`config.mk`:
```
export PLATFORM = sky130hd
export DESIGN_NAME = seg7_capture
export DESIGN_NICKNAME = d
export VERILOG_FILES = /design/src/rtl/seg7_pkg.sv /design/src/rtl/seg7_pattern_decode.sv /design/src/rtl/seg7_capture.sv
export SDC_FILE = /design/constraint.sdc
export NUM_CORES = 1
export LEC_CHECK = 0
export BUFFER_PORTS_ARGS = -buffer_cell sky130_fd_sc_hd__buf_2
export CAP_MARGIN = 20
export CORE_MARGIN = 4
export CORE_UTILIZATION = 50
export CTS_BUF_LIST = sky130_fd_sc_hd__clkbuf_4 sky130_fd_sc_hd__clkbuf_8
export CTS_CLUSTER_SIZE = 28
export DETAILED_ROUTE_END_ITERATION = 6
export HOLD_SLACK_MARGIN = 0.06
export PLACE_DENSITY = 0.74
export SYNTH_ARGS = -nofsm -noshare
export SYNTH_HDL_FRONTEND = slang
export SYNTH_SLANG_ARGS = --single-unit
```
`constraint.sdc`:
```
create_clock -name clk -period 2.06 [get_ports clk]
set_input_delay 0.206 -clock clk [delete_from_list [all_inputs] [get_ports clk]]
set_output_delay 0.206 -clock clk [all_outputs]
set_load 0.01 [all_outputs]
```
`src/rtl/seg7_pkg.sv`:
```
// Shared constants and types for seven-segment readback logic.
package seg7_pkg;

    localparam int unsigned NUM_DIGITS = 4;
    localparam int unsigned SEG_W      = 7;

    // Active-low segment patterns, bit 6 = a ... bit 0 = g.
    localparam logic [SEG_W-1:0] SEG_0     = 7'b0000001;
    localparam logic [SEG_W-1:0] SEG_1     = 7'b1001111;
    localparam logic [SEG_W-1:0] SEG_2     = 7'b0010010;
    localparam logic [SEG_W-1:0] SEG_3     = 7'b0000110;
    localparam logic [SEG_W-1:0] SEG_4     = 7'b1001100;
    localparam logic [SEG_W-1:0] SEG_5     = 7'b0100100;
    localparam logic [SEG_W-1:0] SEG_6     = 7'b0100000;
    localparam logic [SEG_W-1:0] SEG_7     = 7'b0001111;
    localparam logic [SEG_W-1:0] SEG_8     = 7'b0000000;
    localparam logic [SEG_W-1:0] SEG_9     = 7'b0000100;
    localparam logic [SEG_W-1:0] SEG_A     = 7'b0001101;
    localparam logic [SEG_W-1:0] SEG_B     = 7'b0011001;
    localparam logic [SEG_W-1:0] SEG_C     = 7'b0100011;
    localparam logic [SEG_W-1:0] SEG_D     = 7'b1001011;
    localparam logic [SEG_W-1:0] SEG_BLANK = 7'b1111111;

    // One recovered digit.
    typedef struct packed {
        logic [3:0] value;
        logic       blank;
        logic       err;
    } digit_t;

    // True when exactly one active-low enable is asserted.
    function automatic logic onehot_low(input logic [NUM_DIGITS-1:0] an_n);
        logic [NUM_DIGITS-1:0] act;
        act = ~an_n;
        return (act != '0) && ((act & (act - NUM_DIGITS'(1))) == '0);
    endfunction

endpackage

```
`src/rtl/seg7_pattern_decode.sv`:
```
// Combinational seven-segment pattern to digit decoder.
module seg7_pattern_decode
    import seg7_pkg::*;
(
    input  logic [6:0] seg_n,
    output digit_t     dec_c
);

    // 7 and 14 share a pattern and decode as 7; 8, 15 and lamp test decode as 8.
    always_comb begin
        dec_c = '0;
        case (seg_n)
            SEG_0:     dec_c.value = 4'h0;
            SEG_1:     dec_c.value = 4'h1;
            SEG_2:     dec_c.value = 4'h2;
            SEG_3:     dec_c.value = 4'h3;
            SEG_4:     dec_c.value = 4'h4;
            SEG_5:     dec_c.value = 4'h5;
            SEG_6:     dec_c.value = 4'h6;
            SEG_7:     dec_c.value = 4'h7;
            SEG_8:     dec_c.value = 4'h8;
            SEG_9:     dec_c.value = 4'h9;
            SEG_A:     dec_c.value = 4'hA;
            SEG_B:     dec_c.value = 4'hB;
            SEG_C:     dec_c.value = 4'hC;
            SEG_D:     dec_c.value = 4'hD;
            SEG_BLANK: dec_c.blank = 1'b1;
            default:   dec_c.err   = 1'b1;
        endcase
    end

endmodule

```
`src/rtl/seg7_capture.sv`:
```
// Recovers 4-digit frames from a multiplexed common-anode segment bus.
module seg7_capture
    import seg7_pkg::*;
#(
    parameter int unsigned STABLE_CNT = 4,
    parameter int unsigned CNT_W      = 8
) (
    input  logic        clk,
    input  logic        rst_n,
    input  logic [6:0]  seg_n,
    input  logic [3:0]  an_n,
    output logic [15:0] frame_data,
    output logic [3:0]  frame_blank,
    output logic [3:0]  frame_err,
    output logic        frame_valid,
    input  logic        frame_ack,
    output logic        overrun,
    input  logic        overrun_clr
);

    localparam logic [CNT_W-1:0] CNT_TOP = CNT_W'(STABLE_CNT);

    logic [3:0]            prev_an_q;
    logic [6:0]            prev_seg_q;
    logic [CNT_W-1:0]      cnt_q;
    logic [CNT_W-1:0]      cnt_c;
    logic                  commit_q;
    logic                  commit_c;
    logic                  sample_ok_c;
    logic                  same_c;

    digit_t                dec_c;
    digit_t                slot_q [NUM_DIGITS];
    digit_t                slot_c [NUM_DIGITS];
    logic [NUM_DIGITS-1:0] mask_q;
    logic [NUM_DIGITS-1:0] mask_c;
    logic [NUM_DIGITS-1:0] sel_c;
    logic                  complete_c;

    logic [15:0]           pack_data_c;
    logic [3:0]            pack_blank_c;
    logic [3:0]            pack_err_c;
    logic                  load_c;
    logic                  overrun_set_c;

    // Stability counter next value and first-reach commit detection.
    always_comb begin
        sample_ok_c = onehot_low(an_n);
        same_c      = sample_ok_c && ({an_n, seg_n} == {prev_an_q, prev_seg_q});
        cnt_c       = '0;
        if (sample_ok_c) begin
            if (same_c) begin
                cnt_c = (cnt_q == CNT_TOP) ? cnt_q : cnt_q + CNT_W'(1);
            end else begin
                cnt_c = CNT_W'(1);
            end
        end
        commit_c = sample_ok_c && (cnt_c == CNT_TOP) && !(same_c && (cnt_q == CNT_TOP));
    end

    // Sample history, counter and commit pulse; the committed sample stays in prev_*.
    always_ff @(posedge clk or negedge rst_n) begin
        if (!rst_n) begin
            prev_an_q  <= '0;
            prev_seg_q <= '0;
            cnt_q      <= '0;
            commit_q   <= 1'b0;
        end else begin
            prev_an_q  <= an_n;
            prev_seg_q <= seg_n;
            cnt_q      <= cnt_c;
            commit_q   <= commit_c;
        end
    end

    seg7_pattern_decode u_decode (
        .seg_n (prev_seg_q),
        .dec_c (dec_c)
    );

    // Slot update, capture mask and frame packing including the committing digit.
    always_comb begin
        sel_c      = commit_q ? ~prev_an_q : '0;
        mask_c     = mask_q | sel_c;
        complete_c = &mask_c;
        for (int i = 0; i < NUM_DIGITS; i++) begin
            slot_c[i]            = sel_c[i] ? dec_c : slot_q[i];
            pack_data_c[i*4 +: 4] = slot_c[i].value;
            pack_blank_c[i]      = slot_c[i].blank;
            pack_err_c[i]        = slot_c[i].err;
        end
        load_c        = complete_c && (!frame_valid || frame_ack);
        overrun_set_c = complete_c && frame_valid && !frame_ack;
    end

    // Digit slots and capture mask.
    always_ff @(posedge clk or negedge rst_n) begin
        if (!rst_n) begin
            mask_q <= '0;
            for (int i = 0; i < NUM_DIGITS; i++) begin
                slot_q[i] <= '0;
            end
        end else begin
            mask_q <= complete_c ? '0 : mask_c;
            for (int i = 0; i < NUM_DIGITS; i++) begin
                slot_q[i] <= slot_c[i];
            end
        end
    end

    // Output frame register, valid/ack handshake and sticky overrun.
    always_ff @(posedge clk or negedge rst_n) begin
        if (!rst_n) begin
            frame_data  <= '0;
            frame_blank <= '0;
            frame_err   <= '0;
            frame_valid <= 1'b0;
            overrun     <= 1'b0;
        end else begin
            if (load_c) begin
                frame_data  <= pack_data_c;
                frame_blank <= pack_blank_c;
                frame_err   <= pack_err_c;
                frame_valid <= 1'b1;
            end else if (frame_ack && !complete_c) begin
                frame_valid <= 1'b0;
            end
            overrun <= overrun_set_c | (overrun & ~overrun_clr);
        end
    end

endmodule

```
Word-level counts from Yosys, hierarchy flattened
Index checks and enable logic that the tools add are counted.
{ "op_classes": {"addsub": 2, "eq_ne": 17, "muxes": 14, "bitwise_logic": 7, "reduce_logical": 20} }
{ "ops": {"columns": ["cell", "n"], "rows": [
  ["$pmux 4 s13", 1],
  ["$eq 7x7->1 const B", 4],
  ["$mux 6", 4],
  ["$mux 8", 3],
  ["$eq 7x6->1 const B", 3],
  ["$eq 8x3->1 const B", 2],
  ["$reduce_or 15->1", 1],
  ["$eq 7x3->1 const B", 2],
  ["$eq 7x4->1 const B", 2],
  ["$eq 7x5->1 const B", 2],
  ["$eq 11x11->1", 1],
  ["$logic_and 1x1->1", 9],
  ["$add 8x1->8 const B", 1],
  ["$mux 4", 2],
  ["$not 4->4", 2],
  ["$eq 7x1->1 const B", 1],
  ["$logic_not 7->1", 1],
  ["$and 4x4->4", 1],
  ["$logic_not 1->1", 4],
  ["$logic_not 4->1", 1],
  ["$mux 1", 4],
  ["$or 4x4->4", 1],
  ["$reduce_and 4->1", 1],
  ["$reduce_bool 4->1", 1],
  ["other kinds (6)", 6]
]} }
{ "word_totals": {"ff_bits": 74, "output_inout_bits": 26} }

Depth between registers and ports, before layout
Gate-level depths: netlist of the first run.
{ "depth": {"word_depth": 11, "ltp_mapped": 7} }

Modules after synthesis
A second synthesis of the first run with hierarchy kept.
{ "unflattened": {"cells_unflattened": 267, "hier_area_um2": 3474.6} }
{ "modules_own_cells": {"columns": ["mod", "n_inst", "cells_per_inst", "area_per_inst_um2", "seq_area_each_um2"], "rows": [
  ["seg7_capture", 1, 211, 3098.0, 1851.8],
  ["seg7_pattern_decode", 1, 56, 376.6, 0.0]
]} }

Least setup slack after synthesis of the first run
Ideal clock, no wire load.
{ "synth_path": {"path_kind": "flip-flop to flip-flop", "startpoint": "register prev_seg_q[5]", "endpoint": "register commit_q", "arrival_ns": 1.616, "required_ns": 1.964, "path_slack_ns": 0.348, "path_stages_with_launch": 7, "synth_period_minus_slack_ns": 1.712, "cell_sequence": "dfrtp_1 buf_4 xor2_1 nor4_1 o2111ai_1 nand2b_4 nor4_2"} }
{ "synth_between": {"elab_chain_len": 7, "elab_cells_between_ends": 9, "classes_between": "2 x eq/ne; 2 x mux; 5 x reduce/logical"} }
{ "synth_rtl": {"columns": ["item", "line", "text"], "rows": [
  ["start, declared", "seg7_capture.sv:24", "logic [6:0] prev_seg_q;"],
  ["start signal, assigned", "seg7_capture.sv:70", "prev_seg_q <= seg_n;"],
  ["$eq 11x11->1 *", "seg7_capture.sv:49", "same_c = sample_ok_c && ({an_n, seg_n} == {prev_an_q, prev_seg_q});"],
  ["$logic_and 1x1->1 *", "seg7_capture.sv:49", null],
  ["$mux 8", "seg7_capture.sv:52", "if (same_c) begin"],
  ["$mux 8", "seg7_capture.sv:51", "if (sample_ok_c) begin"],
  ["$eq 8x3->1", "seg7_capture.sv:58", "commit_c = sample_ok_c && (cnt_c == CNT_TOP) && !(same_c && (cnt_q == CNT_TOP));"],
  ["$logic_and 1x1->1", "seg7_capture.sv:58", null],
  ["$logic_and 1x1->1 *", "seg7_capture.sv:58", null],
  ["net commit_c", "seg7_capture.sv:28", "logic commit_c;"],
  ["end signal, assigned", "seg7_capture.sv:72", "commit_q <= commit_c;"],
  ["end, declared", "seg7_capture.sv:27", "logic commit_q;"]
]} }
The timed path passes the listed nets; every way through them passes the cells marked *.
A chain may end at the register's enable or synchronous reset.

Worst setup path in the final report of the first run
{ "layout_path": {"startpoint": "register prev_seg_q[0]", "endpoint": "register frame_data[0]"} }
{ "layout_between": {"elab_chain_len": 3, "elab_cells_between_ends": 15, "classes_between": "12 x eq/ne; 2 x mux; 1 x reduce/logical"} }
{ "layout_rtl": {"columns": ["item", "line", "text"], "rows": [
  ["$eq 7x7->1, or another cell as far along", "seg7_pattern_decode.sv:12", "case (seg_n)"],
  ["$pmux 4 s13 *", "seg7_pattern_decode.sv:12", null],
  ["$mux 6 *", "seg7_capture.sv:87", "slot_c[i] = sel_c[i] ? dec_c : slot_q[i];"],
  ["net pack_data_c[0]", "seg7_capture.sv:40", "logic [15:0] pack_data_c;"],
  ["end signal, assigned", "seg7_capture.sv:121", "frame_data <= pack_data_c;"],
  ["end, declared", "seg7_capture.sv:12", "output logic [15:0] frame_data,"]
]} }
Marks and branches as above.

==> flow_metrics.tcl, run 1 <==
set metrics [dict create \
    status "complete, no violations" \
    holdCritStartpoint "frame_ack" \
    vias_per_cell 5.29 \
    rrSetupSlack_ns 0.1 \
    synth_cells 306 \
    max_freq_ghz 0.509 \
    p_per_area_nw_per_um2 665 \
    rsz0062_at_grt "no" \
    pre_cts_slack_ns 0.0909 \
    crit_path_max_fanout 8 \
    period_needed_ns 1.96 \
    holdWs_ns 0.194 \
    hpwl_um 5010 \
    row_count 30 \
    place_area_um2 3910 \
    firstDrtPassIters 4 \
    hold_path_depth 3 \
    drv_slew 0 \
    period_share_pct 95.4 \
    dieArea_um2 8420 \
    cts-buffers-inserted 9 \
    place_congestion 0.847 \
    cts.sinks 74 \
    insertion_delay_ns 0.36 \
    path_cells "nand2_1, a2111oi_4, a211oi_2, a21oi_2, mux2_2" \
    hold_viol 0 \
    ff2ff_path_depth 5 \
    arrival_ns 2.21 \
    final_area_um2 4290 \
    slowest_delay_ns 0.51 \
    seq_area_frac_synth_pct 52.8 \
    core_area_um2 6790 \
    placedCellCount 447 \
    leakagePower_nw 2.01 \
    synth_edf_count 0 \
    criticalPathCategory "register to register" \
    cts_root_buffer "clkbuf_8" \
    cp_top_family "compound AO/OA/AOI/OAI gates" \
    drt_iter0_markers 100 \
    r2r_start "prev_seg_q[0]" \
    cp-end-kind "register" \
    slowest_stage "a211oi_2" \
    yosys.cell_types.count 54 \
    drcViolationCount 0 \
    final_cells 478 \
    grt_max_degree 31 \
    clkTransAtPathRegs_ns 0.09 \
    synth_nets 323 \
    grt_usage_pct 18.0 \
    io_buffers 40 \
    synth.avg_cell_area_um2 11.5 \
    synthToLayoutAreaGrowth_pct 22.1 \
    htreeDepth 3 \
    synthArstFlopShare_pct 100 \
    grt_pass1_wl_um 11900 \
    final_core_util_pct 63.1 \
    hp-class "primary input to register" \
    maxCapViolCount 0 \
    die_y_um 91.8 \
    slew_headroom_pct 52.8 \
    synth_area_um2 3510 \
    nets 394 \
    required_ns 2.30 \
    tightest_slew_ns 0.708 \
    wire_per_inst_um 14.7 \
    antenna_found_initial 0 \
    drive_gt1_share_pct 32.2 \
    worstSetupStartpointType "register" \
    critPathBufInv 0 \
    power_mw 2.85 \
    final.setup.tns_ns 0 \
    synth_warnings 0 \
    ioPinCount 41 \
    cts_buffer_depth 2 \
    drt-total-wl_um 7020 \
    die_x_um 91.8 \
    antenna_left 0 \
    num_vias 2527 \
    gr-total-overflow 0 \
    grt_pass1_vias 2520 \
    ys_seq_elements 74 \
    finClkSkew_ns 0.0122 \
    antenna_cells 0 \
    rr_endpoint "frame_data[0]" \
    ir_drop_v 0.000472 \
    setup_viol 0 \
    setup_ws_ns 0.0950 \
    start_util_pct 51.7 \
    worst_hold_path.endpoint "frame_valid" \
    worstSetupStartpoint "prev_seg_q[0]" \
    yosys_most_used_dff "dfrtp_1" \
    cts_tree "yes" \
    fill_cells 535 \
]
power by group:
part | leakage, nW | internal (mW) | switching, mW
Sequential | 1.00 | 1.46 | 0.0285
Combinational | 0.906 | 0.0808 | 0.0995
Clock | 0.103 | 0.582 | 0.597
cell families after synthesis:
group | Yosys count | synth area share [%]
AO/OA/AOI/OAI | 57 | 14.1
XOR/XNOR | 21 | 5.24
adder cells (fa/ha/maj) | 2 | 0.713
buffers and inverters | 19 | 3.03
flip-flops | 74 | 52.8
multiplexers | 20 | 6.42
AND/OR/NAND/NOR | 113 | 17.8
Yosys cell counts (all sizes together), types with 3 or more instances:
library cell,instances,area (um^2)
and3,4,25.0
o31ai,4,50.1
nand3b,3,22.5
mux2,20,225
o21ai,13,65.1
nor4,4,37.5
nor2b,5,31.3
clkbuf,4,15.0
o31a,4,35.0
inv,5,18.8
or3b,3,31.3
dfrtp,74,1850
nor3,6,41.3
nor2,40,153
xnor2,3,26.3
nand3,8,40.0
nand2b,12,82.6
or3,4,25.0
nand2,14,55.1
a21oi,21,154
a2111oi,3,70.1
nand4,3,18.8
buf,10,72.6
xor2,18,158
metal layers:
layer / up-vias / track usage, % / part of all wire [%]
met4: 0 / 7.05 / 1.9
met5: - / 0 / 0
met1: 1255 / 23.0 / 45
met2: 35 / 29.6 / 49
li1: 1226 / - / -
met3: 11 / 4.27 / 3.3
registers in the layout (all words and copies together), names as in the netlist:
name         count
slot_q          24
mask_q           4
overrun          1
prev_seg_q       7
commit_q         1
frame_blank      4
frame_err        4
frame_valid      1
cnt_q            8
frame_data      16
prev_an_q        4
cell type report:
cell class	instances	area [um^2]	share of cell area (%)
Clock inverter	7	83.8	1.96
Multi-Input combinational cell	213	1570	36.7
Timing Repair Buffer	74	513	12.0
Sequential cell	74	1860	43.3
Tap cell	96	120	2.80
Clock buffer	9	124	2.89
Inverter	5	18.8	0.438
placed cells by master, fill, tap and decap left out, types with 5 or more instances in the layout:
master,count
dlygate4sd3_1,13
o21ai_0,5
o21ai_1,8
nor2b_1,5
buf_2,40
a21oi_1,8
clkbuf_8,9
a21oi_2,13
nand3_1,7
xor2_1,18
nand2b_1,11
buf_4,19
mux2_1,11
inv_1,5
dfrtp_1,71
mux2_2,9
nor3_1,5
nand2_1,12
nor2_1,39
how the worst max path moves through the flow:
stage	end	slack (ns)	cells after the start
global placement	frame_data[4]	0.14	5
CTS	frame_data[0]	0.08	5
detailed placement	frame_data[0]	0.09	5
finish	frame_data[0]	0.1	5
global route	frame_err[3]	0.03	5
floorplan	commit_q	0.35	6
tightest hold or removal path, stage by stage:
cell and delay [ns]:
buf_2 0.07, nand2b_1 0.17, nand2_1 0.07
what timing repair did:
item | in CTS | in global routing
setup buffers | 0 | 2
hold buffers | 13 | 0
gates resized for setup | 0 | 6
hold endpoints to repair | 39 | 0
setup endpoints to repair | 0 | 12
Power figures use the tool's default switching activity.
==> inputs of run 2 (changes only) <==
--- a/config.mk
+++ b/config.mk
@@ -8,12 +8,12 @@
 export BUFFER_PORTS_ARGS = -buffer_cell sky130_fd_sc_hd__buf_2
 export CAP_MARGIN = 20
 export CORE_MARGIN = 4
-export CORE_UTILIZATION = 50
+export CORE_UTILIZATION = 60
 export CTS_BUF_LIST = sky130_fd_sc_hd__clkbuf_4 sky130_fd_sc_hd__clkbuf_8
 export CTS_CLUSTER_SIZE = 28
 export DETAILED_ROUTE_END_ITERATION = 6
 export HOLD_SLACK_MARGIN = 0.06
-export PLACE_DENSITY = 0.74
+export PLACE_DENSITY = 0.86
 export SYNTH_ARGS = -nofsm -noshare
 export SYNTH_HDL_FRONTEND = slang
 export SYNTH_SLANG_ARGS = --single-unit
==> run 2 against run 1 <==
  * Critical path depth did not move
  * First-iteration DRC count rose by 28%
  * Register-to-register slack barely moved
  * Routed wire length rose by 13%
  * Largest cell class unchanged
==> flow_metrics.tcl, run 2 (synthesis gave the netlist of run 1 again) <==
set metrics [dict create \
    pwr-share-clk_pct 42.5 \
    synthToLayoutAreaGrowth_pct 20.8 \
    dieArea_um2 7140 \
    ioPinCount 41 \
    ir_drop_v 0.000697 \
    num_vias 2654 \
    required_ns 2.29 \
    max_freq_ghz 0.506 \
    cts.sinks 74 \
    worstSetupStartpointType "register" \
    crit_path_max_fanout 11 \
    drt-total-wl_um 7890 \
    seq_power_share_pct 50.9 \
    finClkSkew_ns 0.0170 \
    cts_root_buffer "clkbuf_8" \
    core_area_um2 5570 \
    multiInputGateArea_um2 1570 \
    clkTransAtPathRegs_ns 0.08 \
    arrival_ns 2.21 \
    cts_tree "yes" \
    maxCapViolCount 0 \
    holdWs_ns 0.193 \
    drv_slew 0 \
    reg_top3 "slot_q (24), frame_data (16), cnt_q (8)" \
    final.setup.tns_ns 0 \
    io_buffers 40 \
    gr-total-overflow 0 \
    cts_buffer_depth 2 \
    slew_headroom_pct 62.0 \
    rrSetupSlack_ns 0.08 \
    drt_iter0_markers 128 \
    drcViolationCount 0 \
    post_cts_buffers 0 \
    pre_cts_slack_ns 0.0802 \
    antenna_found_initial 0 \
    row_count 27 \
    worst_hold_path.endpoint "frame_valid" \
    cp-end-kind "register" \
    nets 392 \
    hold_viol 0 \
    setup_ws_ns 0.0839 \
    grt_pass1_vias 2687 \
    grt_pass1_wl_um 12700 \
    firstDrtPassIters 4 \
    rr_endpoint "frame_data[8]" \
    hold_path_depth 3 \
    final_cell_mix "71 x dfrtp_1, 40 x buf_2, 39 x nor2_1, 18 x xor2_1, 18 x buf_4" \
    fill_cells 353 \
    period_needed_ns 1.98 \
    criticalPathCategory "register to register" \
    largest-register "slot_q" \
    r2r_start "prev_seg_q[0]" \
    leakagePower_nw 2.01 \
    cts-buffers-inserted 9 \
    pwr-share-comb_pct 6.5 \
    start_util_pct 63.0 \
    grt_usage_pct 22.9 \
    holdCritStartpoint "frame_ack" \
    hp-class "primary input to register" \
    place_congestion 0.847 \
    antenna_cells 0 \
    status "complete, no violations" \
    insertion_delay_ns 0.35 \
    final_common_cell "dfrtp_1" \
    grt_max_degree 75 \
    hpwl_um 5140 \
    rsz0062_at_grt "yes" \
    wire_per_inst_um 17.5 \
    ff2ff_path_depth 5 \
    setup_viol 0 \
    largest_reg_flops 24 \
    p_sw_share_pct 23.2 \
    htreeDepth 3 \
    period_share_pct 95.9 \
    p_switching_mw 0.679 \
    regArea_um2 1860 \
    intPower_mw 2.24 \
    vias_per_cell 5.87 \
    drive_gt1_share_pct 31.8 \
    die_y_um 84.5 \
    final_cells 452 \
    placedCellCount 423 \
    antenna_left 0 \
    tightest_slew_ns 0.569 \
    p_per_area_nw_per_um2 689 \
    die_x_um 84.5 \
]
-- run 2: worst max-delay path by stage --
stage                              from        endpoint  slack (ns)
after floorplan           prev_seg_q[5]        commit_q        0.35
after global placement    prev_seg_q[0]   frame_data[4]        0.15
after detailed placement  prev_seg_q[2]  frame_data[10]        0.08
after CTS                 prev_seg_q[0]  frame_data[12]        0.02
after global routing      prev_seg_q[3]   frame_data[8]      -0.007
final                     prev_seg_q[0]   frame_data[8]        0.08
-- run 2: power by group through the flow --
stage	clock network, mW	registers, mW	logic, mW
2_1_floorplan	0	1.50	0.0956
3_5_place_dp	0	1.51	0.163
3_3_place_gp	0	1.51	0.158
4_1_cts	1.26	1.49	0.184
6_report	1.24	1.49	0.191
5_1_grt	1.32	1.49	0.208
-- run 2: stage by stage --
stage / instance area (um^2) / power (mW) / utilization [%]
floorplan: 3510 / 1.60 / -
global placement: 3870 / 1.67 / 69.4
detailed placement: 3870 / 1.68 / 69.4
CTS: 4220 / 2.93 / 75.6
global route: 4240 / 3.02 / 76.1
finish: 4240 / 2.92 / 76.1
-- run 2: per-layer routing --
layer	share of wire [%]	routed length, um	GRT usage [%]
met5	0	0	0
met1	42	3290	28.3
met4	3.0	234	10.4
met3	4.0	317	5.69
met2	51	4050	38.1
-- run 2: area by class of cell --
cell class	count	area share, %
timing repair buffer	72	11.4
tap	72	2.12
clock inverter	6	2.07
sequential	74	43.8
clock buffer	10	3.10
inverter	5	0.443
multi-input combinational	213	37.1
-- run 2: timing repair --
action	4_1_cts	5_1_grt
gates resized for setup	0	6
hold buffers	13	0
endpoints found under the hold margin	86	0
setup endpoints to repair	0	13
-- run 2: worst max-delay path, cell delays in order (launching register included) --
cell,delay (ns)
dfrtp_2,0.49
nand2_1,0.28
a2111oi_4,0.14
a211oi_2,0.53
a21oi_2,0.14
mux2_2,0.28
==> inputs of run 3 (changes only) <==
--- a/config.mk
+++ b/config.mk
@@ -5,6 +5,7 @@
 export SDC_FILE = /design/constraint.sdc
 export NUM_CORES = 1
 export LEC_CHECK = 0
+export ABC_AREA = 1
 export BUFFER_PORTS_ARGS = -buffer_cell sky130_fd_sc_hd__buf_2
 export CAP_MARGIN = 20
 export CORE_MARGIN = 4
@@ -14,6 +15,7 @@
 export DETAILED_ROUTE_END_ITERATION = 6
 export HOLD_SLACK_MARGIN = 0.06
 export PLACE_DENSITY = 0.86
+export RECOVER_POWER = 25
 export SYNTH_ARGS = -nofsm -noshare
 export SYNTH_HDL_FRONTEND = slang
 export SYNTH_SLANG_ARGS = --single-unit
==> constraint.sdc (replaced) <==
create_clock -name clk -period 2.06 [get_ports clk]
set_input_delay 0.103 -clock clk [delete_from_list [all_inputs] [get_ports clk]]
set_output_delay 0.103 -clock clk [all_outputs]
set_load 0.01 [all_outputs]
==> run 3 against run 2 <==
  * First-iteration DRC count rose by 7.0%
  * Clock skew fell by 0.0078 ns
  * Final cell count grew 27%
  * Largest cell class unchanged
  * Sequential cell count is the same
  * Die area grew 0.88%
  * Core utilization decreased by 1.9 points
  * Final area fell by 1.9%
  * Maximum frequency increased by 8.0%
  * Combinational power shrank 9%
==> flow_metrics.tcl, run 3 <==
set metrics [dict create \
    die_x_um 84.9 \
    yosysMostFrequentCell "nand2_1" \
    htreeDepth 3 \
    rsz0062_at_grt "no" \
    synth_top_cell_area_share_pct 52.3 \
    worstSetupStartpoint "prev_an_q[1]" \
    core_area_um2 5610 \
    antenna_cells 0 \
    grt_usage_pct 22.8 \
    largest-register "slot_q" \
    firstDrtPassIters 5 \
    dieArea_um2 7200 \
    row_count 27 \
    cts.sinks 74 \
    drt-total-wl_um 7470 \
    io_buffers 40 \
    synth.avg_cell_area_um2 8.13 \
    gr-total-overflow 0 \
    seq_power_share_pct 50.2 \
    drive_gt1_share_pct 16.3 \
    ir_drop_v 0.000530 \
    hpwl_um 5120 \
    p_per_area_nw_per_um2 717 \
    yosys.cell_types.count 33 \
    drt_iter0_markers 137 \
    status "complete, no violations" \
    yosys-top-cells-area "dfrtp_1 52%, nand2_1 15%, inv_1 5.2%" \
    hp-class "primary input to register" \
    cts_root_buffer "clkbuf_8" \
    setup_viol 0 \
    synth_cells 436 \
    largest_reg_flops 24 \
    die_y_um 84.9 \
    synth_common_cells "144 x nand2_1, 74 x dfrtp_1, 49 x inv_1" \
    synth_top_area_cell "dfrtp_1" \
    drcViolationCount 0 \
    pwr-share-clk_pct 44.0 \
    leakagePower_nw 2.32 \
    pwr-share-comb_pct 5.8 \
    reg_top3 "slot_q (24), frame_data (16), cnt_q (8)" \
    ioPinCount 41 \
    final.setup.tns_ns 0 \
    criticalPathCategory "register to register" \
    required_ns 2.29 \
    place_congestion 0.932 \
    slew_headroom_pct 34.5 \
    holdCritStartpoint "frame_ack" \
    insertion_delay_ns 0.35 \
    synthArstFlopShare_pct 100 \
    p_sw_share_pct 22.4 \
    arrival_ns 2.05 \
    cts_buffer_depth 2 \
    intPower_mw 2.31 \
    fill_cells 449 \
    synth_edf_count 0 \
    nets 515 \
    wire_per_inst_um 13.0 \
    period_share_pct 88.8 \
    num_vias 3016 \
    period_needed_ns 1.83 \
    vias_per_cell 5.25 \
    start_util_pct 63.2 \
    r2r_start "prev_an_q[1]" \
    cts_tree "yes" \
    hold_viol 0 \
    max_freq_ghz 0.547 \
    antenna_found_initial 0 \
    tightest_slew_ns 0.982 \
    worstSetupStartpointType "register" \
    seq_area_frac_synth_pct 52.3 \
    yosys_most_used_dff "dfrtp_1" \
    synthToLayoutAreaGrowth_pct 17.3 \
    maxCapViolCount 0 \
    finClkSkew_ns 0.00917 \
    ys_seq_elements 74 \
    synth_nets 453 \
    grt_max_degree 75 \
    final_cell_mix "144 x nand2_1, 74 x dfrtp_1, 49 x inv_1, 47 x nor2_1" \
    placedCellCount 546 \
    antenna_left 0 \
    grt_pass1_vias 2838 \
    cts-buffers-inserted 9 \
    clkTransAtPathRegs_ns 0.08 \
    synth_warnings 0 \
    final_common_cell "nand2_1" \
    grt_pass1_wl_um 13100 \
    crit_path_max_fanout 25 \
    cp-end-kind "register" \
    drv_slew 0 \
    synth_area_um2 3540 \
    p_switching_mw 0.667 \
    final_cells 575 \
]
[run 3: power by group through the flow]
stage | Sequential [mW] | Clock (mW) | Combinational, mW
2_1_floorplan | 1.52 | 0 | 0.0777
4_1_cts | 1.49 | 1.33 | 0.180
5_1_grt | 1.50 | 1.40 | 0.200
6_report | 1.49 | 1.31 | 0.174
3_5_place_dp | 1.52 | 0 | 0.160
3_3_place_gp | 1.52 | 0 | 0.154
[run 3: critical path: stages (launching register included)]
cell and delay [ns]:
dfrtp_1 0.43, nor2_4 0.22, inv_2 0.11, nand2_2 0.09, o2111ai_4 0.15, nor2_8 0.35
inv_6 0.15, nand2_1 0.11, o21ai_1 0.07
[run 3: final cells by class]
cell class	instances	area, um^2	area share, %
flip-flops and latches	74	1850	44.5
multi-input cells	299	1410	34.0
repair buffers	56	339	8.16
inverters	58	225	5.42
clock buffers	12	165	3.97
well taps	72	90.1	2.17
clock inverters	4	72.6	1.75
[run 3: layer usage]
layer  GRT usage (%)  up-vias  routed length [um]
li1                -     1484                   -
met1            30.9     1407                3380
met2            35.9      111                3490
met3            6.12       14                 465
met4            7.48        0                 136
met5               0        -                   0
[run 3: path summary, 6_finish.rpt]
path                       slack, ns  cells past startpoint             to
max in group asynchronous       0.85                      3       cnt_q[3]
setup / recovery                0.23                      8  frame_data[0]
setup reg to reg                0.23                      8  frame_data[0]
hold / removal                  0.11                      4    frame_valid
hold reg to reg                 0.48                      2   frame_err[2]
min in group asynchronous       0.53                      3   frame_err[2]
[run 3: logic make-up after synthesis]
logic type      count (synthesis)  synth area share, %
flops                          74                 52.3
compound gates                 42                 7.59
xor+xnor                        2                0.494
buf+inv                        63                 7.84
simple gates                  253                 31.1
fa+ha+maj                       2                0.706
[run 3: timing repair]
| item | CTS | global route |
|---|---|---|
| hold endpoints to repair | 86 | 0 |
| hold buffers | 13 | 0 |
| buffers inserted | 0 | 0 |
| gates resized for setup | 0 | 0 |
[run 3: stage by stage]
step / area [um^2] / setup slack (ns) / utilization, % / power (mW) / hold WS [ns]
2_1_floorplan: 3540 / 0.597 / - / 1.60 / -0.193
3_3_place_gp: 3820 / 0.330 / 68.1 / 1.68 / 0.161
3_5_place_dp: 3820 / 0.238 / 68.1 / 1.68 / 0.163
4_1_cts: 4180 / 0.236 / 74.6 / 3.00 / 0.0935
5_1_grt: 4160 / 0.0830 / 74.1 / 3.10 / 0.137
6_report: 4160 / 0.231 / 74.1 / 2.98 / 0.108
